### src/rtl/simon_seq_engine.sv
// Round-based Simon sequence player/checker: shows symbols 0..r-1 of a latched
// pattern in round r, then checks the player's keys against them.
module simon_seq_engine #(
  parameter int unsigned NUM_SYM     = 9,
  parameter int unsigned SYM_W       = 2,
  parameter int unsigned SHOW_CYCLES = 25000000,
  parameter int unsigned GAP_CYCLES  = 12500000
) (
  input  logic                     clk,
  input  logic                     reset,
  input  logic                     start,
  input  logic [NUM_SYM*SYM_W-1:0] pattern,
  input  logic                     pattern_valid,
  input  logic                     key_valid,
  input  logic [SYM_W-1:0]         key_sym,
  output logic                     show_valid,
  output logic [SYM_W-1:0]         show_sym,
  output logic                     await_input,
  output logic                     busy,
  output logic [3:0]               round,
  output logic [3:0]               score,
  output logic                     win,
  output logic                     lose
);

  localparam int unsigned PAT_W   = NUM_SYM * SYM_W;
  localparam int unsigned MAX_CYC = (SHOW_CYCLES > GAP_CYCLES) ? SHOW_CYCLES : GAP_CYCLES;
  localparam int unsigned TMR_W   = $clog2(MAX_CYC + 1);
  localparam int unsigned CNT_W   = 4;

  localparam logic [TMR_W-1:0] SHOW_LAST = TMR_W'(SHOW_CYCLES - 1);
  localparam logic [TMR_W-1:0] GAP_LAST  = TMR_W'(GAP_CYCLES - 1);
  localparam logic [CNT_W-1:0] CNT_ONE   = CNT_W'(1);
  localparam logic [CNT_W-1:0] LAST_RND  = CNT_W'(NUM_SYM);
  localparam logic [SYM_W-1:0] BAD_KEY   = {SYM_W{1'b1}};

  typedef enum logic [2:0] {
    ST_IDLE,
    ST_SHOW,
    ST_GAP,
    ST_WAIT_IN,
    ST_WIN,
    ST_LOSE
  } state_e;

  state_e             state_q, state_d;
  logic [PAT_W-1:0]   pat_q, pat_d;
  logic [TMR_W-1:0]   timer_q, timer_d;
  logic [CNT_W-1:0]   idx_q, idx_d;
  logic [CNT_W-1:0]   round_q, round_d;
  logic [CNT_W-1:0]   score_q, score_d;
  logic [SYM_W-1:0]   cur_sym, nxt_sym;
  logic               idx_last;

  assign cur_sym  = pat_q[SYM_W*32'(idx_q) +: SYM_W];
  assign nxt_sym  = pat_d[SYM_W*32'(idx_d) +: SYM_W];
  assign idx_last = (idx_q == round_q - CNT_ONE);

  always_comb begin
    state_d = state_q;
    pat_d   = pat_q;
    timer_d = timer_q;
    idx_d   = idx_q;
    round_d = round_q;
    score_d = score_q;
    case (state_q)
      ST_IDLE, ST_WIN, ST_LOSE: begin
        if (start && pattern_valid) begin
          pat_d   = pattern;
          round_d = CNT_ONE;
          idx_d   = '0;
          score_d = '0;
          timer_d = '0;
          state_d = ST_SHOW;
        end
      end
      ST_SHOW: begin
        if (timer_q == SHOW_LAST) begin
          timer_d = '0;
          state_d = ST_GAP;
        end else begin
          timer_d = timer_q + TMR_W'(1);
        end
      end
      ST_GAP: begin
        if (timer_q == GAP_LAST) begin
          timer_d = '0;
          if (idx_last) begin
            idx_d   = '0;
            state_d = ST_WAIT_IN;
          end else begin
            idx_d   = idx_q + CNT_ONE;
            state_d = ST_SHOW;
          end
        end else begin
          timer_d = timer_q + TMR_W'(1);
        end
      end
      ST_WAIT_IN: begin
        if (key_valid) begin
          // The all-ones key code never names a real symbol.
          if ((key_sym == BAD_KEY) || (key_sym != cur_sym)) begin
            state_d = ST_LOSE;
          end else if (!idx_last) begin
            idx_d = idx_q + CNT_ONE;
          end else begin
            score_d = score_q + CNT_ONE;
            if (round_q == LAST_RND) begin
              state_d = ST_WIN;
            end else begin
              round_d = round_q + CNT_ONE;
              idx_d   = '0;
              timer_d = '0;
              state_d = ST_SHOW;
            end
          end
        end
      end
      default: state_d = ST_IDLE;
    endcase
  end

  // State plus outputs decoded from the next state, so every output is a flop.
  always_ff @(posedge clk or posedge reset) begin
    if (reset) begin
      state_q     <= ST_IDLE;
      pat_q       <= '0;
      timer_q     <= '0;
      idx_q       <= '0;
      round_q     <= '0;
      score_q     <= '0;
      show_valid  <= 1'b0;
      show_sym    <= '0;
      await_input <= 1'b0;
      busy        <= 1'b0;
      win         <= 1'b0;
      lose        <= 1'b0;
    end else begin
      state_q     <= state_d;
      pat_q       <= pat_d;
      timer_q     <= timer_d;
      idx_q       <= idx_d;
      round_q     <= round_d;
      score_q     <= score_d;
      show_valid  <= (state_d == ST_SHOW);
      show_sym    <= (state_d == ST_SHOW) ? nxt_sym : '0;
      await_input <= (state_d == ST_WAIT_IN);
      busy        <= (state_d == ST_SHOW) || (state_d == ST_GAP) || (state_d == ST_WAIT_IN);
      win         <= (state_d == ST_WIN);
      lose        <= (state_d == ST_LOSE);
    end
  end

  assign round = round_q;
  assign score = score_q;

endmodule

### config.mk
export PLATFORM = sky130hd
export DESIGN_NAME = simon_seq_engine
export DESIGN_NICKNAME = d
export VERILOG_FILES = /design/src/rtl/simon_seq_engine.sv
export SDC_FILE = /design/constraint.sdc
export NUM_CORES = 1
export LEC_CHECK = 0
export ABC_AREA = 1
export ABC_CLOCK_PERIOD_IN_PS = 4610
export BUFFER_PORTS_ARGS = -buffer_cell sky130_fd_sc_hd__buf_2
export CORE_UTILIZATION = 35
export DETAILED_ROUTE_END_ITERATION = 8
export PLACE_DENSITY = 0.54
export RECOVER_POWER = 100
export SLEW_MARGIN = 20
export SYNTH_ARGS = -nofsm -noshare
export SYNTH_HDL_FRONTEND = slang
export SYNTH_SLANG_ARGS = --single-unit
export TNS_END_PERCENT = 5
### constraint.sdc
create_clock -name clk -period 4.61 [get_ports clk]
set_clock_uncertainty 0.2 [all_clocks]
set_input_delay 0.6915 -clock clk [delete_from_list [all_inputs] [get_ports clk]]
set_output_delay 0.6915 -clock clk [all_outputs]
set_load 0.1 [all_outputs]
==> results.cfg, run 1 <==
[power_and_ir_drop]
total_leakage_power_nw = 2.16
finalPower_w = 0.00136
power_density_mw_per_mm2 = 299
ir_worst_vdd_mv = 0.199

[setup_path]
cp_cell_sequence = inv_1 > nand2_1 > nand3_1 > nand3_1 > nand3_1 > nand3_1 > nand2_1 > inv_1 > nand2_1 > nand2_1 > nand2_1 > nor2_1 > o21ai_2 > nor2_4 > a21oi_1 > o21a_1
cp_top_family = simple AND/OR/NAND/NOR gates
cp.arrival_ps = 3640
crit_type = flop to flop
r2r_start = idx_q[0]
critPathBufInv = 2
cp-startpoint = idx_q[0]
critPathMaxStageDelay_ps = 750
r2r_cells = 16
worst_setup_path_end_kind = flop
startpoint_type = flop
cp.depth = 16
cp_slowest_cell = dfrtp_1
crit_required_ps = 4630
crit_top_cell = nand2_1
worstPathMaxFanout = 19

[cells_and_area]
final_cell_mix = 117 x nand2_1, 81 x inv_1, 65 x dfrtp_1
layout-drive-gt1-share = 0.111
n_antenna_cell = 0
fillers = 1172
layout_commonest_cell = nand2_1
nNetsFinal = 605
instances_no_fill = 718
syn_to_final_growth_pct = 13.8

[min_path]
worstHoldStart = score[3]
min_path_cells = 1
hold_path.class = flop to flop

[sta]
post-route-period-util = 0.787
layout_min_cycle_time_ps = 3630
fmaxAchievable_mhz = 276
hold_viol = 0
worst_pin_slew_ps = 1600
tns_ps = 0
finalSetupViolCount = 0
slew_headroom = -0.0681
rsz0062_at_grt = no
finalMaxSlewViolations = 43
setup_ws_ps = 982
fin_worst_hold_slack_ps = 267

[placement]
place_congestion = 0.865
dp_cells = 703
hpwl_um = 7200
io_buffers = 39
pre_cts_ws_ps = 1470

[routing]
viasPerCell = 4.95
route.met2.wl_um = 4370
top_layer = met4
dr.pass1.iters = 4
drt-total-wl_um = 9750
wirelength_met1_um = 4890
drcViolationCount = 0
drtIter0Drc = 281
met3_wirelength_um = 429
vias = 3556
ant_nets = 0
wl_per_cell_um = 13.6

[cts]
clkLatencyLatePin_ps = 330
clk_pin_slew_ps = 50
cts_tree = done
clock_path_buffers = 2
cts_root_buffer = clkbuf_16
cts_hold_buf = 0
h-tree-depth = 3
cts_resized = 0
numCtsBuffers = 9
clock-sinks = 65
post_cts_buffers = 0

[synth]
netlist_instances = 534
avgSynthCellArea_um2 = 7.46
yosys_register_bits = 65
synth_enable_flop_cells = 0
synth_cell_type_count = 40
netlist.area_leader.share = 0.409
syn_nets = 565
ys_warn_count = 0
yosys_most_used_dff = dfrtp_1
synth.top_cells.by_area = dfrtp_1 41%, nand2_1 11%, inv_1 7.4%, nand3_1 6.4%, nor2_1 4.3%
seq_area_frac_synth = 0.409
syn_area_mm2 = 0.00398
yosys.area.top_type = dfrtp_1
async_flop_share = 1.00

[grt]
grt_overflow_total = 0
grt_pass1_wl_um = 16300
antenna_found_initial = 0
grt_pass1_vias = 3322
grt_max_degree = 43
grt_use_total = 0.180

[die]
die_h_um = 109
fp.dieW_um = 109
start_util = 0.362
core_mm2 = 0.0110
placementRows = 38
dieArea_mm2 = 0.0118
top_level_ports = 40

[run_status]
status = complete, but fails checks
violations = capacitance limit, slew limit

[run]
max_cap_violations = 1
-- logic make-up after synthesis --
logic type | after synthesis | synth area share
AO/OA/AOI/OAI | 66 | 0.0959
buffers and inverters | 96 | 0.101
AND/OR/NAND/NOR | 284 | 0.338
flip-flops | 65 | 0.409
adder cells (fa/ha/maj) | 6 | 0.0189
XOR/XNOR | 17 | 0.0374
-- per-layer routing --
layer | global-route usage | up-vias
met4 | 0.0589 | 0
met3 | 0.0383 | 4
met5 | 0 | -
met1 | 0.254 | 1662
met2 | 0.275 | 71
li1 | - | 1819
-- cells in the mapped netlist, drive strengths merged, types with 5 or more instances --
library cell	n
or2	5
ha	6
nor3	24
o21ai	36
xnor2	9
nor4	5
nand3	53
nand4	21
nand2	120
nor2	55
inv	84
xor2	8
dfrtp	65
buf	8
a21oi	19
-- worst paths after layout --
| path | endpoint | slack, ps |
|---|---|---|
| max | timer_q[7] | 980 |
| min | score[3] | 270 |
| max reg2reg | timer_q[7] | 980 |
| min reg2reg | score[3] | 270 |
| max in group asynchronous | score[0] | 1670 |
| min in group asynchronous | pat_q[3] | 650 |
-- state kept, by name (all words and copies together), names as in the netlist --
register     flops
await_input      1
busy             1
idx_q            4
lose             1
pat_q           18
round            4
score            4
show_sym         2
show_valid       1
state_q          3
timer_q         25
win              1
-- per-stage QoR --
stage / cell area, um^2 / util
2_1_floorplan: 3980 / -
3_3_place_gp: 4280 / 0.390
3_5_place_dp: 4280 / 0.390
4_1_cts: 4590 / 0.418
5_1_grt: 4530 / 0.413
6_report: 4530 / 0.413
-- layout make-up --
| cell class | count | area [um^2] | share of cell area |
|---|---|---|---|
| Tap cell | 140 | 175 | 0.0387 |
| Sequential cell | 65 | 1630 | 0.359 |
| Timing Repair Buffer | 41 | 184 | 0.0406 |
| Clock inverter | 3 | 65.1 | 0.0144 |
| Clock buffer | 12 | 246 | 0.0544 |
| Multi-Input combinational cell | 373 | 1920 | 0.423 |
| Inverter | 84 | 318 | 0.0701 |
-- power breakdown --
group / internal, W / leakage [nW] / switching [W] / total [W]
logic: 0.0000164 / 1.25 / 0.0000369 / 0.0000533
clock network: 0.000484 / 0.153 / 0.000237 / 0.000721
registers: 0.000579 / 0.748 / 0.00000243 / 0.000581
(Power assumes the default switching activity.)
==> inputs of run 2 (changes only) <==
--- a/config.mk
+++ b/config.mk
@@ -6,7 +6,7 @@
 export NUM_CORES = 1
 export LEC_CHECK = 0
 export ABC_AREA = 1
-export ABC_CLOCK_PERIOD_IN_PS = 4610
+export ABC_CLOCK_PERIOD_IN_PS = 3700
 export BUFFER_PORTS_ARGS = -buffer_cell sky130_fd_sc_hd__buf_2
 export CORE_UTILIZATION = 35
 export DETAILED_ROUTE_END_ITERATION = 8
==> constraint.sdc (replaced) <==
create_clock -name clk -period 3.7 [get_ports clk]
set_clock_uncertainty 0.2 [all_clocks]
set_input_delay 0.555 -clock clk [delete_from_list [all_inputs] [get_ports clk]]
set_output_delay 0.555 -clock clk [all_outputs]
set_load 0.1 [all_outputs]
==> run 2 against run 1 <==
Compared with the run above: core utilization grew 0.18 points; sequential power up 25%; register-to-register slack worse by 420 ps; the run still ends with capacitance limit, slew limit left; global-route usage fell by 0.058 points; setup slack worse by 420 ps; die area stayed put; first-iteration DRC count fell by 1.8%; clock-buffer cell count down 2; wire length is essentially flat; total power up 20%; via count rose by 0.93%.
==> results.cfg, run 2 (synthesized netlist as in run 1, its figures left out) <==
[power_and_ir_drop]
power_density_mw_per_mm2 = 359
total_leakage_power_nw = 2.16
ir_worst_vdd_mv = 0.225

[cells_and_area]
n_antenna_cell = 0
largest_reg_flops = 25
final_util = 0.414
layout_commonest_cell = nand2_1
fillers = 1148
layout-drive-gt1-share = 0.120
regMostFlops = timer_q
final_cell_mix = 118 x nand2_1, 79 x inv_1, 65 x dfrtp_1
multiInputGateArea_mm2 = 0.00193
seqCellArea_mm2 = 0.00163
syn_to_final_growth_pct = 14.3
nNetsFinal = 608
largestRegisters = timer_q (25), pat_q (18)

[die]
top_level_ports = 40
placementRows = 38
start_util = 0.362
core_mm2 = 0.0110
dieArea_mm2 = 0.0118
fp.dieW_um = 109
die_h_um = 109

[sta]
rsz0062_at_grt = no
finalMaxSlewViolations = 48
post-route-period-util = 0.848
layout_min_cycle_time_ps = 3140
worst_pin_slew_ps = 2200
slew_headroom = -0.472
tns_ps = 0
fmaxAchievable_mhz = 319
hold_viol = 0
finalSetupViolCount = 0

[min_path]
min_path_cells = 1
min_to = score[3]
hold_path.class = flop to flop
worstHoldStart = score[3]

[setup_path]
reg2reg_to = show_sym[1]
startpoint_type = flop
r2r_cells = 18
crit_type = flop to flop
cp.arrival_ps = 3190
worstPathMaxFanout = 12
r2r_start = idx_q[1]
worst_setup_path_end_kind = flop
crit_required_ps = 3750
rrSetupSlack_ps = 560

[cts]
numCtsBuffers = 9
cts_hold_buf = 0
post_cts_buffers = 0
clk_pin_slew_ps = 50
cts_tree = done
h-tree-depth = 3
clkLatencyLatePin_ps = 330
cts_root_buffer = clkbuf_16
clock-sinks = 65
cts_resized = 0
clock_path_buffers = 2

[placement]
hpwl_um = 7110
place_congestion = 0.936
io_buffers = 39

[routing]
wl_per_cell_um = 13.5
drt-total-wl_um = 9740
ant_nets = 0
viasPerCell = 4.97
drcViolationCount = 0
drtIter0Drc = 276
dr.pass1.iters = 5
vias = 3589

[grt]
grt_max_degree = 48
grt_overflow_total = 0
antenna_found_initial = 0
grt_use_total = 0.180
grt_pass1_vias = 3308
grt_pass1_wl_um = 16200

[run_status]
violations = capacitance limit, slew limit
status = complete, but fails checks

[run]
max_cap_violations = 1
run 2: how the worst max path moves through the flow:
stage                        endpoint  slack, ps  depth (start not counted)      from
after floorplan           timer_q[13]        400                         14  round[0]
after global placement     timer_q[7]        700                         14  idx_q[1]
after detailed placement   timer_q[7]        670                         14  idx_q[1]
after CTS                  timer_q[7]        650                         14  idx_q[1]
after global routing      show_sym[1]        240                         15  round[0]
final                     show_sym[1]        560                         18  idx_q[1]
run 2: power breakdown:
part	switching [W]	internal (W)	total [W]
Sequential	0.00000311	0.000721	0.000724
Clock	0.000308	0.000534	0.000842
Combinational	0.0000455	0.0000209	0.0000664
run 2: critical path, cell delays in order, from the launching register on:
cell and delay, ps:
dfrtp_1 630, inv_1 260, nand3_1 140, nand3_1 90, nand3_1 150, nand2_1 70
nand2_1 50, nand2_1 100, nand2_1 160, nand2_1 70, nand2_1 60, nand2_1 70
nand2_4 110, nand3_1 330, nor2_1 210, nand3_1 90, nand2_1 80, nand2_1 50
a21oi_1 130
run 2: layout make-up:
class / instances / share of cell area
Sequential cell: 65 / 0.357
Timing Repair Buffer: 44 / 0.0445
Tap cell: 140 / 0.0385
Clock buffer: 10 / 0.0525
Clock inverter: 6 / 0.0126
Multi-Input combinational cell: 373 / 0.424
Inverter: 84 / 0.0701
run 2: metrics by stage:
stage | power (W) | hold slack [ps] | cells | worst slack [ps] | instance area, um^2
2_1_floorplan | 0.000777 | 243 | 534 | 401 | 3980
3_3_place_gp | 0.000805 | 252 | 706 | 696 | 4300
3_5_place_dp | 0.000806 | 257 | 706 | 666 | 4300
4_1_cts | 0.00166 | 267 | 722 | 653 | 4600
5_1_grt | 0.00170 | 301 | 722 | 243 | 4550
6_report | 0.00163 | 270 | 722 | 563 | 4550
run 2: metal layers:
layer | GRT usage | wire, um | up-vias
met2 | 0.264 | 4170 | 97
met1 | 0.255 | 4840 | 1648
li1 | - | - | 1822
met3 | 0.0293 | 492 | 22
met4 | 0.0898 | 245 | 0
met5 | 0 | 0 | -
==> inputs of run 3 (changes only) <==
--- a/config.mk
+++ b/config.mk
@@ -6,11 +6,11 @@
 export NUM_CORES = 1
 export LEC_CHECK = 0
 export ABC_AREA = 1
-export ABC_CLOCK_PERIOD_IN_PS = 3700
+export ABC_CLOCK_PERIOD_IN_PS = 2680
 export BUFFER_PORTS_ARGS = -buffer_cell sky130_fd_sc_hd__buf_2
 export CORE_UTILIZATION = 35
 export DETAILED_ROUTE_END_ITERATION = 8
-export PLACE_DENSITY = 0.54
+export PLACE_DENSITY = 0.56
 export RECOVER_POWER = 100
 export SLEW_MARGIN = 20
 export SYNTH_ARGS = -nofsm -noshare
==> constraint.sdc (replaced) <==
create_clock -name clk -period 2.68 [get_ports clk]
set_clock_uncertainty 0.2 [all_clocks]
set_input_delay 0.402 -clock clk [delete_from_list [all_inputs] [get_ports clk]]
set_output_delay 0.402 -clock clk [all_outputs]
set_load 0.1 [all_outputs]
==> run 3 against run 2 <==
Compared with the run above: the flow now finishes without violations; sequential share of layout area fell by 3.9 points; via count rose by 8.1%; wire length increased by 9.7%; sequential power grew 38%; clock-buffer cell count increased by 3; combinational power increased by 44%; flip-flop and latch count is the same; critical endpoint is now timer_q[17]; total power increased by 38%; critical path type unchanged.
==> results.cfg, run 3 (synthesized netlist as in run 1, its figures left out) <==
[routing]
vias = 3881
drtIter0Drc = 287
drt-total-wl_um = 10700
ant_nets = 0
dr.pass1.iters = 6
drcViolationCount = 0
viasPerCell = 5.05
wl_per_cell_um = 13.9

[sta]
slew_headroom = 0.0297
layout_min_cycle_time_ps = 2640
rsz0062_at_grt = yes
fmaxAchievable_mhz = 378
finalSetupViolCount = 0
worst_pin_slew_ps = 1460
hold_viol = 0
post-route-period-util = 0.986
finalMaxSlewViolations = 0

[setup_path]
cp_cell_sequence = inv_4 > ha_4 > xnor2_4 > xor2_2 > nor2_2 > nand2_2 > o21ai_2 > o21ai_2 > nor2_4 > o21ai_4 > buf_4 > nor2_1 > xor2_1 > nor2_1
critPathMaxStageDelay_ps = 400
worstPathMaxFanout = 6
crit_required_ps = 2710
crit_type = flop to flop
worst_setup_path_end_kind = flop
critPathBufInv = 2
startpoint_type = flop
cp.arrival_ps = 2670
cp_slowest_cell = dfrtp_2
cp_top_family = simple AND/OR/NAND/NOR gates

[cells_and_area]
syn_to_final_growth_pct = 28.8
largestRegisters = timer_q (25), pat_q (18)
instances_no_fill = 768
nNetsFinal = 654
regMostFlops = timer_q
final_cell_mix = 114 x nand2_1, 74 x inv_1, 60 x dfrtp_1
largest_reg_flops = 25
final_util = 0.467
layout_commonest_cell = nand2_1
layout-drive-gt1-share = 0.247
n_antenna_cell = 0

[die]
core_mm2 = 0.0110
die_h_um = 109
start_util = 0.362
fp.dieW_um = 109
placementRows = 38
top_level_ports = 40
dieArea_mm2 = 0.0118

[run_status]
status = finished clean

[cts]
cts_root_buffer = clkbuf_16
numCtsBuffers = 9
clk_pin_slew_ps = 50
clkLatencyLatePin_ps = 330
clock_path_buffers = 2
cts_tree = done
h-tree-depth = 3
clock-sinks = 65

[power_and_ir_drop]
total_leakage_power_nw = 2.42
ir_worst_vdd_mv = 0.227
power_density_mw_per_mm2 = 441

[placement]
io_buffers = 39
hpwl_um = 7510
place_congestion = 0.880
dp_cells = 743

[grt]
grt_max_degree = 66
grt_pass1_vias = 3624
grt_pass1_wl_um = 17200
grt_overflow_total = 0
grt_use_total = 0.187
antenna_found_initial = 0

[min_path]
hold_path.class = input port to flop

[run]
max_cap_violations = 0
## run 3: changes by cell type in the layout (fill, tap and decap cells not counted), moves of 4 or more
cell / change
buf_2: +4
buf_4: +41
dfrtp_1: -5
dfrtp_2: +5
inv_1: -5
nand2_1: -4
nand2_2: +4
nand3_1: -5
nand3_2: +5
nor2_1: -6
nor2_4: +4
nor3_1: -5
nor3_2: +5
## run 3: layout make-up
type	count	area [um^2]
Tap cell	140	175
Multi-Input combinational cell	377	2150
Inverter	84	325
Sequential cell	65	1630
Fill cell	1100	5860
Clock buffer	13	250
Clock inverter	3	40.0
Timing Repair Buffer	86	549
## run 3: per-stage QoR
| step | setup TNS (ps) | power [W] | cell area [um^2] | hold slack, ps | worst slack (ps) |
|---|---|---|---|---|---|
| 6_report | 0 | 0.00226 | 5130 | 146 | 36.9 |
| 3_5_place_dp | -40.3 | 0.00112 | 4640 | 262 | -35.0 |
| 5_1_grt | -1420 | 0.00234 | 5130 | 169 | -109 |
| 4_1_cts | 0 | 0.00229 | 4960 | 148 | 0.0113 |
| 2_1_floorplan | -3110 | 0.00107 | 4020 | 243 | -188 |
| 3_3_place_gp | 0 | 0.00111 | 4640 | 243 | 11.1 |
## run 3: path summary, 6_finish.rpt
| path | start | end | slack, ps | cells past startpoint |
|---|---|---|---|---|
| min reg2reg | score[3] | score[3] | 270 | 1 |
| max reg2reg | round[1] | timer_q[17] | 40 | 14 |
| max in group asynchronous | reset | round[2] | 390 | 4 |
| min in group asynchronous | reset | show_valid | 920 | 4 |
| max | round[1] | timer_q[17] | 40 | 14 |
| min | pattern[15] | pat_q[15] | 150 | 3 |
## run 3: worst min-delay path, stage by stage
cell and delay [ps]:
buf_2 70, o21ai_0 100, inv_1 70
## run 3: metal layers
layer,track usage,up-vias,wire [um]
li1,-,1924,-
met1,0.260,1827,5130
met2,0.285,113,4820
met3,0.0389,17,587
met4,0.0724,0,142
met5,0,-,0
## run 3: power breakdown
group | internal, W | total [W] | switching, W
Combinational | 0.0000309 | 0.0000954 | 0.0000645
Sequential | 0.000996 | 0.00100 | 0.00000444
Clock | 0.000743 | 0.00116 | 0.000422
## run 3: timing repair
item	CTS	global route
cloned	0	4
pin swaps	0	5
gates resized for setup	3	32
endpoints found under the setup margin	3	35
endpoints found under the hold margin	65	0
hold buffers	1	0
setup buffers	0	4
